File: src/rtl/mem_arbiter.sv
// Two-port round-robin arbiter in front of a single line-wide memory port.
// One transaction at a time; a one-cycle RELEASE gap separates grants and a cycle budget aborts stuck serves.
module mem_arbiter #(
  parameter int TIMEOUT = 16,
  parameter int ADDR_W  = 32,
  parameter int LINE_W  = 256
) (
  input  logic              clk_i,
  input  logic              rst_i,
  input  logic              req0_enable_i,
  input  logic              req0_write_i,
  input  logic [ADDR_W-1:0] req0_addr_i,
  input  logic [LINE_W-1:0] req0_data_i,
  output logic              req0_ack_o,
  output logic [LINE_W-1:0] req0_data_o,
  input  logic              req1_enable_i,
  input  logic              req1_write_i,
  input  logic [ADDR_W-1:0] req1_addr_i,
  input  logic [LINE_W-1:0] req1_data_i,
  output logic              req1_ack_o,
  output logic [LINE_W-1:0] req1_data_o,
  output logic              mem_enable_o,
  output logic              mem_write_o,
  output logic [ADDR_W-1:0] mem_addr_o,
  output logic [LINE_W-1:0] mem_data_o,
  input  logic              mem_ack_i,
  input  logic [LINE_W-1:0] mem_data_i,
  output logic              busy_o,
  output logic              timeout_o
);
  localparam int               CNT_W    = $clog2(TIMEOUT) + 1;
  localparam logic [CNT_W-1:0] CNT_LAST = CNT_W'(TIMEOUT - 1);

  typedef enum logic [1:0] {IDLE, SERVE0, SERVE1, RELEASE} state_t;

  state_t            r_state;
  state_t            w_next;
  logic [CNT_W-1:0]  r_cnt;
  logic              r_last_grant;
  logic              r_write;
  logic [ADDR_W-1:0] r_addr;
  logic [LINE_W-1:0] r_data;
  logic              r_timeout;

  logic w_serving;
  logic w_expire;
  logic w_done;
  logic w_grant_vld;
  logic w_grant;
  logic w_ack0;
  logic w_ack1;

  always_ff @(posedge clk_i or negedge rst_i) begin
    if (!rst_i) r_state <= IDLE;
    else        r_state <= w_next;
  end

  always_comb begin
    w_serving   = (r_state == SERVE0) || (r_state == SERVE1);
    w_expire    = w_serving && !mem_ack_i && (r_cnt == CNT_LAST);
    w_done      = w_serving && (mem_ack_i || w_expire);
    w_grant_vld = req0_enable_i || req1_enable_i;
    // On a tie the port not granted last wins; a lone requester always wins.
    if (req0_enable_i && req1_enable_i) w_grant = ~r_last_grant;
    else                                w_grant = req1_enable_i;

    w_next = r_state;
    case (r_state)
      IDLE:           if (w_grant_vld) w_next = w_grant ? SERVE1 : SERVE0;
      SERVE0, SERVE1: if (w_done)      w_next = RELEASE;
      RELEASE:        w_next = IDLE;
      default:        w_next = IDLE;
    endcase
  end

  always_ff @(posedge clk_i or negedge rst_i) begin
    if (!rst_i) begin
      r_cnt        <= '0;
      r_last_grant <= 1'b1;
      r_write      <= 1'b0;
      r_addr       <= '0;
      r_data       <= '0;
      r_timeout    <= 1'b0;
    end else begin
      if (r_state == IDLE && w_grant_vld) begin
        r_cnt        <= '0;
        r_last_grant <= w_grant;
        r_write      <= w_grant ? req1_write_i : req0_write_i;
        r_addr       <= w_grant ? req1_addr_i  : req0_addr_i;
        r_data       <= w_grant ? req1_data_i  : req0_data_i;
      end else if (w_serving && r_cnt != CNT_LAST) begin
        r_cnt <= r_cnt + 1'b1;
      end
      if (w_expire) r_timeout <= 1'b1;
    end
  end

  // A timeout still acks the requester, but with an all-zero line.
  always_comb begin
    w_ack0       = (r_state == SERVE0) && w_done;
    w_ack1       = (r_state == SERVE1) && w_done;
    req0_ack_o   = w_ack0;
    req1_ack_o   = w_ack1;
    req0_data_o  = (w_ack0 && mem_ack_i) ? mem_data_i : '0;
    req1_data_o  = (w_ack1 && mem_ack_i) ? mem_data_i : '0;
    mem_enable_o = w_serving;
    mem_write_o  = r_write;
    mem_addr_o   = r_addr;
    mem_data_o   = r_data;
    busy_o       = (r_state != IDLE);
    timeout_o    = r_timeout;
  end
endmodule

File: config.mk
export PLATFORM = sky130hd
export DESIGN_NAME = mem_arbiter
export DESIGN_NICKNAME = d
export VERILOG_FILES = /design/src/rtl/mem_arbiter.sv
export SDC_FILE = /design/constraint.sdc
export NUM_CORES = 1
export LEC_CHECK = 0
export ABC_AREA = 1
export CAP_MARGIN = 10
export CORE_AREA = 2 2 642 644
export DETAILED_ROUTE_END_ITERATION = 7
export DIE_AREA = 0 0 644 646
export GPL_ROUTABILITY_DRIVEN = 1
export PLACE_DENSITY = 0.3
export SKIP_LAST_GASP = 1
export SLEW_MARGIN = 5
export SYNTH_ARGS = -nofsm -noshare
export SYNTH_HDL_FRONTEND = slang
export SYNTH_SLANG_ARGS = --single-unit
export TNS_END_PERCENT = 30
File: constraint.sdc
create_clock -name clk_i -period 2.5 [get_ports clk_i]
set_clock_uncertainty 0.05 [all_clocks]
set_input_delay 0.5 -clock clk_i [delete_from_list [all_inputs] [get_ports clk_i]]
set_output_delay 0.5 -clock clk_i [all_outputs]
set_load 0.02 [all_outputs]
==> run summary, run 1 <==
Counting along the longest clock path gives a buffer depth of 3. Relative to the synthesized area, the layout overhead comes to 174%. The mapped netlist covers 18600 um2. For the worst setup path, the data arrival time is 2.88 ns. 1645 I/O pins were placed.

The flow ran to the end, but the final reports show violations. The synthesis warning total was 0; the area of the die was 416000 um2. The synthesized area divided by synthesized cell count was 6.02 um2. The type of the worst setup path was flop to output port. The number of DRC markers after the initial detailed-route iteration came out at 1824.

The detailed router placed 28700 vias in this run. After clock tree synthesis, the clock-pin slew on the worst setup and hold paths is 0.06 ns. Ranked by total cell area, the synthesized netlist is headed by dfrtp_1 40%, nand2_1 30%, nor2_1 10%. For the total instance count after detailed placement, the log shows 10400. Power comes to 42.8 mW. The number of nets handed over by synthesis was 3926. Clock tree synthesis selected as its root buffer the cell clkbuf_16. After synthesis, flip-flops and latches occupy 40.2% of the total area. By count the netlist is led by 1469 x nand2_1, 519 x nor2_1, 297 x dfrtp_1. Combinational logic is responsible for 62.6% of the overall power. Number of different library cells in the post-synthesis netlist: 19. The cell depth of the worst hold path is 5. Worst min-delay path category: input port to flop.

The post-route antenna net violation count was 0; the proportion of layout cells with a drive suffix above 1 was 21.6%. Clock tree synthesis inserted a total of 51 buffers. In this run the worst path has a maximum fanout of 7.

The worst hold slack was 0.242 ns. Measured against its own limit, the worst slew margin works out to 41.7%. The count of buffers inserted at the top-level ports is 1644.

The source of the worst hold timing path was req1_enable_i. The depth of the CTS H-tree was 2; the fraction of synthesis flops using an asynchronous set or reset pin was 100%. The die is 646 um tall.

The count of flip-flops with a built-in enable after synthesis came out at 0. Among all stages on the critical path, the largest delay is contributed by dfrtp_1. The run gives 514 as the final setup violation count. The overall routed net length is 289000 um. STA classifies the critical path startpoint as a flop. Total power per unit cell area: 841 nW/um2.

In this design, the stage delay of the slowest critical-path cell is 0.36 ns. In the routed layout, each cell is associated on average with a via count of 2.72. The number of cells on the worst reg-to-reg path works out to 9. After synthesis the netlist holds a flip-flop and latch count of 298. Setup repair after global routing could not meet its margin everywhere.

The initial utilization of the core area, before any placement, comes to 4.54%. The die width was 644 um. TritonCTS built the clock tree. The number of max-slew violations in the final report is 0. The signal on the critical path passes through ha_2 -> and3_4 -> ha_4 -> o21ai_4 -> nor2_4 -> nand2_8 -> buf_12 -> buf_16 -> buf_8 -> nor2_4 -> buf_12. Detailed placement finished with a half-perimeter wire length of 256000 um.

The smallest clock period supported by the final layout is computed as 3.43 ns. Sequential cells burn 19.6% of the power. The actual transition at the worst max-transition pin came out at 0.874 ns.

The checks that failed: setup timing. The gate count after technology mapping was 3082; the area inside the core boundary was 409000 um2. The initial antenna violation count is 116, and the clock share of power is 17.8%. Cell internal power was estimated by the tool at 22.7 mW. Once layout is complete, the cells apart from fillers number 10500.

The total negative slack was -327.90 ns. The kind of end point of the critical path is an output port. Among all cell types in the netlist, the one instantiated most often is nand2_1. Endpoint of the worst-slack reg-to-reg timing path: r_cnt[0]. The analysis attributes to net switching a power of 20.1 mW. In the routed design, unresolved DRC markers number 0. Final clock period utilization by the worst path: 137%.

The tools report the number of global-route vias before repair as 29200. The path with the worst hold slack has its endpoint at mem_data_o[71]. The smallest setup slack after layout was -0.929 ns. The worst register-to-register path begins at r_cnt[0]. The total count of hold-check failures in the final report is 0, and the maximum resistive drop on vdd is 0.000472 V. The tools report the pin count of the biggest net entering global routing as 83.

The highest clock frequency the design can meet was 0.292 GHz; the overall routing resource usage was 13.3%. The run gives 23.3 nW as the leakage power figure. In the synthesized netlist the dominant register cell turns out to be dfrtp_1. Global routing finished with a remaining overflow of 0. The tools report the number of core rows as 235.

For the clock latency of the later-clocked register in the worst-skew pair, the log shows 0.67 ns. Across the run, the number of max-cap violations was 0. Dividing the detail-routed wire length by the instance count gives 27.4 um.

The final layout contains 5868 nets. The tools report the first-pass iteration count of the detailed router as 5. The sink count of the clock tree came out at 298. The congestion estimate from routability-driven global placement came to 0.950. The global-route wire length before repair was 351000 um; the area share of the leading cell type in the synthesized netlist was 40.0%. The worst path required time is 1.95 ns. Of the total power, the share spent switching nets is 47.0%.

Summed over all instances, the cell type with the most area after synthesis is dfrtp_1. The setup slack on the worst flop-to-flop path came out at 0.43 ns.
-- per-layer routing --
metal | global-route usage, % | routed length, um | vias up
met5 | 0 | 263 | -
met1 | 14.7 | 111000 | 13900
li1 | - | - | 13100
met4 | 5.66 | 14600 | 40
met3 | 3.00 | 16900 | 367
met2 | 24.2 | 147000 | 1306
-- placed cells by master, fill, tap and decap left out, drive strengths merged, types with 2 or more instances in the layout --
master            n
a21oi             2
o21ai             4
inv             269
buf             836
clkinv            9
nor2            520
bufinv            4
nand2          1469
clkbuf           87
clkdlybuf4s15    42
diode            30
ha                5
nand3           295
dfrtp           297
dlymetal6s2s     34
clkinvlp          5
clkdlybuf4s50  1177
-- per-stage QoR --
stage | setup WS [ns] | util (%) | cell area (um2)
finish | -0.929 | 12.5 | 50900
global route | -1.10 | 12.5 | 50900
CTS | -1.15 | 12.3 | 50100
detailed placement | -1.56 | 11.6 | 47400
global placement | -1.64 | 11.6 | 47400
floorplan | -0.0353 | - | 18600
-- state kept, by name, indices dropped and copies added, names as in the netlist --
register / flops
mem_write_o: 1
r_last_grant: 1
mem_data_o: 256
mem_addr_o: 32
r_state: 2
timeout_o: 1
r_cnt: 5
-- critical path, delay by kind of cell, from the launching register on --
kind                       cells  cell delay (ns)
buffers and inverters          4             0.63
AOI/OAI and AO/OA              1             0.06
adders and majority gates      2             0.32
and+or+nand+nor                4             0.80
DFF                            1             0.36
-- cell families (layout without fill, tap and decap cells) --
| group | Yosys count | count (layout) | synth area share [%] |
|---|---|---|---|
| and+or+nand+nor | 2285 | 2285 | 48.2 |
| buffers and inverters | 486 | 2466 | 11.0 |
| DFF | 298 | 298 | 40.2 |
| AOI/OAI and AO/OA | 7 | 7 | 0.209 |
| adders and majority gates | 5 | 5 | 0.337 |
| xor gates and xnor gates | 1 | 1 | 0.0472 |
| other | 0 | 30 | 0 |
-- worst max path at each step --
stage,slack (ns),to,start,cells past startpoint
after floorplan,-0.04,req0_data_o[215],r_state[0],8
after global placement,-1.64,req0_data_o[158],mem_ack_i,9
after detailed placement,-1.56,req0_data_o[158],mem_ack_i,9
after CTS,-1.15,req1_data_o[230],r_state[0],8
after global routing,-1.10,req0_data_o[209],r_cnt[0],13
final,-0.93,req0_data_o[158],r_cnt[0],11
-- power groups by stage --
stage	sequential, mW	clock, mW	combinational, mW
2_1_floorplan	11.0	0	7.26
5_1_grt	8.66	8.20	28.6
6_report	8.38	7.63	26.8
3_3_place_gp	8.37	0	26.8
3_5_place_dp	8.40	0	26.8
4_1_cts	8.39	8.06	27.3
-- layout make-up --
type | count | area (um2)
clock inverter | 18 | 254
clock buffer | 73 | 1480
timing repair buffer | 2106 | 23900
tap | 5451 | 6820
inverter | 269 | 1020
multi-input combinational | 2298 | 9910
sequential | 298 | 7460
antenna | 30 | 75.1
fill | 47300 | 358000
-- what timing repair did --
action                                  4_1_cts  5_1_grt
endpoints found under the setup margin      522      521
pin swaps                                     9        8
endpoints found under the hold margin        21        0
hold buffers                                  1        0
gates resized for setup                     592      249
gates cloned                                  4        6
buffers inserted                             18       26
No activity file was read; power rests on OpenSTA's default activity.
==> run 2: changes to the inputs <==
- CAP_MARGIN: 10 -> 30
- SKIP_CTS_REPAIR_TIMING: unset -> 1
==> run 2 against run 1 <==
  * Sequential cell count is the same
  * Design area shrank 2.3%
  * Routed wire length is 0.11% lower
  * The run still ends with setup timing left
  * Utilization decreased by 0.28 points
  * Highest routed layer unchanged
  * Fmax down 1.7%
  * Non-clock buffer count down 28
==> run summary, run 2 (same netlist as run 1, synthesis figures left out) <==
The flow ran to the end, but the final reports show violations. The final reports fail on setup timing. The type of the worst setup path is flop to output port. The final critical-path required period came out at 3.49 ns (+0.0599 ns). The number of core rows was 235 (unchanged); the maximum cell stage delay along the critical path was 0.68 ns (+0.32 ns). The half-perimeter wire length after detailed placement is 256000 um (about the same), and the number of cells on the worst reg-to-reg path is 8 (-1). The final clock period utilization by the worst path was 140% (+2.4 points). Via total after detailed routing: 28700 (-0.0070%). Cell type with the highest occurrence count on the critical path: buf_12. The family with the most delay on the worst path was buffers and inverters. The count of buffers inserted at the top-level ports was 1644 (unchanged); the headroom to the max-slew limit was 44.7% (+3.1 points). The maximum resistive drop on vdd is 0.000568 V (+20%). The critical path goes through inv_1 -> buf_4 -> ha_1 -> buf_12 -> nand2_4 -> buf_12 -> nor2_1 -> clkdlybuf4s50_1. The worst register-to-register path begins at r_cnt[1].

The worst path required time is 1.95 ns (about the same), and the chip height is 646 um (unchanged). Wire length per cell after detailed routing: 27.5 um (+0.16%). The first-pass iteration count of the detailed router was 6 (+1). The count of buffering cells on the critical path with inverters included was 5 (+1). The clock-pin slew reported for the worst setup and hold paths after clock tree synthesis works out to 0.06 ns (about the same). Effective utilization at floorplan: 4.54% (unchanged).

The run gives 0.66 ns (about the same) as the clock latency of the later-clocked register in the worst-skew pair. The run gives 5838 (-0.51%) as the final-stage net count. The tools report the overall routing resource usage as 13.2% (-0.051 points). Root buffer cell: clkbuf_16. The maximum buffer depth of the clock tree was 3 (unchanged); the relative area change from synthesis to final layout was 168%. The worst hold path begins at req1_enable_i.

The most common cell after layout, fill and taps aside was nand2_1. The number of DRC markers after the initial detailed-route iteration is 1821 (-0.16%). TritonCTS built the clock tree. The number of buffers added by the clock tree synthesis step was 49 (-3.9%).

The die width is 644 um (unchanged). For the data arrival time at the worst-slack endpoint, the log shows 2.94 ns (+0.06 ns). The worst slack at placement is -1.27 ns (+0.290 ns). The tightest min-delay check is of the input port to flop type. The critical path launch point type was a flop. The tools report the pin count of the biggest net entering global routing as 83 (unchanged). In this run the critical register-to-register path is captured at r_cnt[0]. The logs give 0.53 ns (+0.10 ns) for the setup slack on the worst flop-to-flop path and 2 (unchanged) for the depth of the CTS H-tree.

Leaving out fill and tap cells, the most frequent cells in the layout are 1465 x nand2_1, 1206 x clkdlybuf4s50_1, 451 x nor2_1, 397 x buf_4, 332 x buf_12. The remaining design rule violation count is 0 (unchanged). The final setup violation count was 515 (+0.19%); the area of the die was 416000 um2 (unchanged).

The leakage power figure is 23.1 nW (-0.81%). The tools report the area inside the core boundary as 409000 um2 (unchanged). The number of global-route vias before repair is 29100 (-0.42%), and the flip-flop count of the largest register after layout is 256 (unchanged). For the number of max-slew violations in the final report, the log shows 0 (unchanged). The run gives 1645 (unchanged) as the count of boundary I/O pins. The maximum fanout along the worst path is 50 (+43), and the sink count of the clock tree is 298 (unchanged). The overall routed net length came out at 289000 um (-0.11%). The kind of end point of the critical path is an output port. Setup repair after global routing could not meet its margin everywhere. The tools report the final estimated routing congestion in global placement as 0.950 (unchanged). The highest clock frequency the design can meet was 0.287 GHz (-1.7%); the number of maximum-capacitance constraint violations was 0 (unchanged). The actual transition at the worst max-transition pin is 0.828 ns (-0.0461 ns), and the total negative slack is -388.81 ns (-60.91 ns). The path with the worst hold slack has its endpoint at mem_data_o[99]. The cell depth of the worst hold path was 5 (unchanged); the global-route congestion overflow total was 0 (unchanged). The initial antenna violation count came out at 122 (+5.2%). The via-per-instance ratio works out to 2.73 (+0.26%). The logs give 0 (unchanged) for the post-route antenna net violation count and 42.3 mW (-1.3%) for the total power of the final layout. The proportion of layout cells with a drive suffix above 1 was 19.8% (-1.9 points); the smallest setup slack after layout was -0.989 ns (-0.0599 ns). The slowest stage of the critical path is the clkdlybuf4s50_1 cell. The total count of hold-check failures in the final report was 0 (unchanged). The total power per unit cell area is 849 nW/um2 (+1.0%). For the global-route wire length before repair, the log shows 350000 um (-0.47%).
## run 2: changes by cell type in the layout (fill, tap and decap cells not counted), sizes merged, moves of 4 or more
cell           change
buf               -59
clkbuf            +41
clkdlybuf4s15     -42
clkdlybuf4s50     +29
diode              +4
dlymetal6s2s       +4
## run 2: how the worst max path moves through the flow
stage | endpoint | slack [ns] | depth (start not counted) | from
6_report | req1_data_o[253] | -0.99 | 8 | r_state[0]
5_1_grt | req1_data_o[30] | -1.10 | 8 | r_state[0]
4_1_cts | req0_data_o[61] | -1.87 | 11 | r_cnt[0]
3_5_place_dp | req0_data_o[61] | -1.27 | 8 | mem_ack_i
3_3_place_gp | req0_data_o[158] | -1.64 | 9 | mem_ack_i
2_1_floorplan | req0_data_o[215] | -0.04 | 8 | r_state[0]
## run 2: routing by layer
layer,track usage [%],vias to the layer above,wire [um]
met3,2.80,371,16100
met5,0,-,241
met4,4.98,38,14000
li1,-,13000,-
met1,14.8,13900,111000
met2,24.3,1348,148000
## run 2: worst min-delay path: stages
cell and delay (ns):
buf_8 0.18, nand3_1 0.12, nand2_1 0.05, nand2_1 0.05, nand2_1 0.04
## run 2: through the flow
stage / util [%] / std cells / instance area, um2 / hold slack, ns
floorplan: - / 3082 / 18600 / 0.154
global placement: 11.6 / 10400 / 47400 / 0.413
detailed placement: 11.6 / 10400 / 47400 / 0.414
CTS: 12.0 / 10500 / 49100 / -0.357
global route: 12.2 / 10500 / 49700 / 0.230
finish: 12.2 / 10500 / 49800 / 0.265
## run 2: cell type report
cell class              count  area [um2]
diodes                     34        85.1
clock buffers              72        1460
clock inverters            15         230
fillers                 47300      359000
inverters                 269        1020
multi-input cells        2298        9510
flip-flops and latches    298        7460
well taps                5451        6820
repair buffers           2078       23200
## run 2: power by group
part | total [mW] | leakage, nW | internal, mW | switching [mW]
combinational | 26.4 | 18.6 | 10.8 | 15.6
sequential | 8.37 | 3.72 | 7.12 | 1.25
clock | 7.48 | 0.821 | 4.37 | 3.11
total | 42.3 | 23.1 | 22.3 | 20.0
==> run 3: changes to the inputs <==
==> constraint.sdc (replaced) <==
create_clock -name clk_i -period 2.5 [get_ports clk_i]
set_clock_uncertainty 0.05 [all_clocks]
set_input_delay 0.375 -clock clk_i [delete_from_list [all_inputs] [get_ports clk_i]]
set_output_delay 0.375 -clock clk_i [all_outputs]
set_load 0.02 [all_outputs]
==> run 3 against run 2 <==
  * The flow still finishes with violations (setup timing)
  * Fmax is 0.27% lower
  * Die area stayed put
  * Critical path type unchanged
  * Global-route usage is 0.40 points lower
==> run summary, run 3 (same netlist as run 1, synthesis figures left out) <==
The flow ran to the end, but the final reports show violations. The final reports fail on setup timing. In the layout the commonest cells are 1465 x nand2_1, 1212 x clkdlybuf4s50_1, 424 x nor2_1, 347 x buf_4, 297 x dfrtp_1. The sink count of the clock tree was 298 (unchanged); the total count of hold-check failures in the final report was 0 (unchanged).

The number of DRC markers after the initial detailed-route iteration is 1848 (+1.5%). The tools report the initial antenna violation count as 118 (-3.3%). The total power per unit cell area was 854 nW/um2 (+0.62%); the chip height was 646 um (unchanged). The overall routed net length is 281000 um (-2.7%), and the highest clock frequency the design can meet is 0.286 GHz (-0.27%).

The logs give 0 (unchanged) for the post-route antenna net violation count and 5728 (-1.9%) for the final-stage net count. The number of maximum-capacitance constraint violations came out at 0 (unchanged). The most common cell after layout, fill and taps aside was nand2_1.

The effective utilization at floorplan is 4.54% (unchanged), and the wire length per cell after detailed routing is 27.0 um (-1.7%). The run gives 49 (unchanged) as the number of buffers added by the clock tree synthesis step. The maximum cell stage delay along the critical path is 0.69 ns (about the same), and the number of core rows is 235 (unchanged).

The final setup violation count is 516 (+0.19%), and the count of buffering cells on the critical path with inverters included is 2 (-3). The actual transition at the worst max-transition pin was 0.922 ns (+0.0937 ns). For the first-pass iteration count of the detailed router, the log shows 7 (+1). The via-per-instance ratio came out at 2.71 (-0.69%).

Setup repair after global routing could not meet its margin everywhere. The overall routing resource usage came out at 12.8% (-0.40 points). The number of global-route vias before repair is 28400 (-2.4%). Total negative slack: -297.31 ns (+91.49 ns). The final estimated routing congestion in global placement was 0.946 (-0.41%); the via total after detailed routing was 28200 (-1.7%).

The area of the die was 416000 um2 (unchanged); the final clock period utilization by the worst path was 140% (+0.37 points). In this run the most critical hold path is launched from req1_enable_i. The headroom to the max-slew limit was 38.3% (-6.4 points); the area inside the core boundary was 409000 um2 (unchanged). Kind of end point of the critical path: an output port.

Global-route wire length before repair: 340000 um (-2.8%). TritonCTS built the clock tree. Clock-pin slew reported for the worst setup and hold paths after clock tree synthesis: 0.05 ns (about the same).

Die width: 644 um (unchanged). The flip-flop count of the largest register after layout was 256 (unchanged). For this design, the slowest cell found on the critical path is nor2_1. The half-perimeter wire length after detailed placement was 249000 um (-3.1%); the worst path required time was 2.08 ns (+0.13 ns).

The core occupancy in the finished layout is 11.9% (-0.24 points). The proportion of layout cells with a drive suffix above 1 was 19.3% (-0.43 points). The tools report the number of max-slew violations in the final report as 0 (unchanged). The global-route congestion overflow total came out at 0 (unchanged). The maximum fanout along the worst path was 6 (-88%).

For the maximum buffer depth of the clock tree, the log shows 3 (unchanged). The run gives 47300 (-0.084%) as the layout filler cell count. The critical path is of the flop to output port type. The critical path goes through ha_2 -> and3_4 -> ha_4 -> o21ai_4 -> nor2_4 -> nand2_8 -> buf_8 -> nor2_1 -> buf_12.

For the leakage power figure, the log shows 21.9 nW (-5.2%). The tools report the maximum resistive drop on vdd as 0.000558 V (-1.6%). Startpoint of the lowest-slack register-to-register path: r_state[0]. The family with the most delay on the worst path was simple AND/OR/NAND/NOR gates. For the count of boundary I/O pins, the log shows 1645 (unchanged). The worst min-delay path category was input port to flop.

The count of buffers inserted at the top-level ports was 1644 (unchanged); the worst hold slack was 0.106 ns (-0.159 ns). The final critical-path required period works out to 3.50 ns (+0.00934 ns). The most critical setup path has its startpoint at r_cnt[0]. The run gives 0 (unchanged) as the remaining design rule violation count. Pin count of the biggest net entering global routing: 103 (+24%). The clock latency of the later-clocked register in the worst-skew pair came out at 0.71 ns (+0.05 ns). The smallest setup slack after layout is -0.998 ns (-0.00934 ns), and the relative area change from synthesis to final layout is 163%.

The data arrival time at the worst-slack endpoint is 3.07 ns (+0.13 ns). The critical path launch point type is a flop. The root buffer cell is clkbuf_16. Depth of the CTS H-tree: 2 (unchanged).
==> run 3: worst register-to-register path: cells and delay by family, from the launching register on <==
family | cells | cell delay [ns]
adders and majority gates | 1 | 0.21
AOI/OAI and AO/OA | 1 | 0.19
DFF | 1 | 0.35
buffers and inverters | 4 | 1.02
and+or+nand+nor | 2 | 0.27
==> run 3: power breakdown <==
part / internal [mW] / switching, mW
Clock: 4.02 / 3.18
Combinational: 10.4 / 15.7
Sequential: 7.11 / 1.33
==> run 3: metrics by stage <==
step / area (um2) / setup slack (ns) / cells / power (mW)
floorplan: 18600 / 0.0897 / 3082 / 18.2
global placement: 45900 / -0.491 / 10300 / 34.7
detailed placement: 45900 / -0.442 / 10300 / 34.7
CTS: 47500 / -1.30 / 10300 / 42.5
global route: 48700 / -1.08 / 10400 / 44.3
finish: 48800 / -0.998 / 10400 / 41.7
==> run 3: final cells by class <==
class | count | area (um2) | share of cell area [%]
Antenna cell | 28 | 70.1 | 0.144
Clock inverter | 31 | 264 | 0.541
Clock buffer | 61 | 1370 | 2.81
Inverter | 269 | 1020 | 2.10
Tap cell | 5451 | 6820 | 14.0
Multi-Input combinational cell | 2298 | 9770 | 20.0
Sequential cell | 298 | 7460 | 15.3
Timing Repair Buffer | 1968 | 22000 | 45.1
==> run 3: metal layers <==
layer / wire [um] / track usage [%]
met5: 192 / 0
met3: 17600 / 3.10
met4: 12700 / 4.37
met2: 144000 / 23.6
met1: 106000 / 14.2
==> run 3: path summary, 6_finish.rpt <==
path | depth (start not counted) | slack, ns | to
min in group asynchronous | 2 | 0.16 | mem_data_o[34]
worst max-delay path | 9 | -1.0 | req0_data_o[26]
max in group asynchronous | 3 | 1.34 | mem_data_o[118]
worst min-delay path | 4 | 0.11 | r_last_grant
worst min register to register | 2 | 0.42 | mem_data_o[199]
worst max register to register | 8 | 0.29 | mem_addr_o[29]
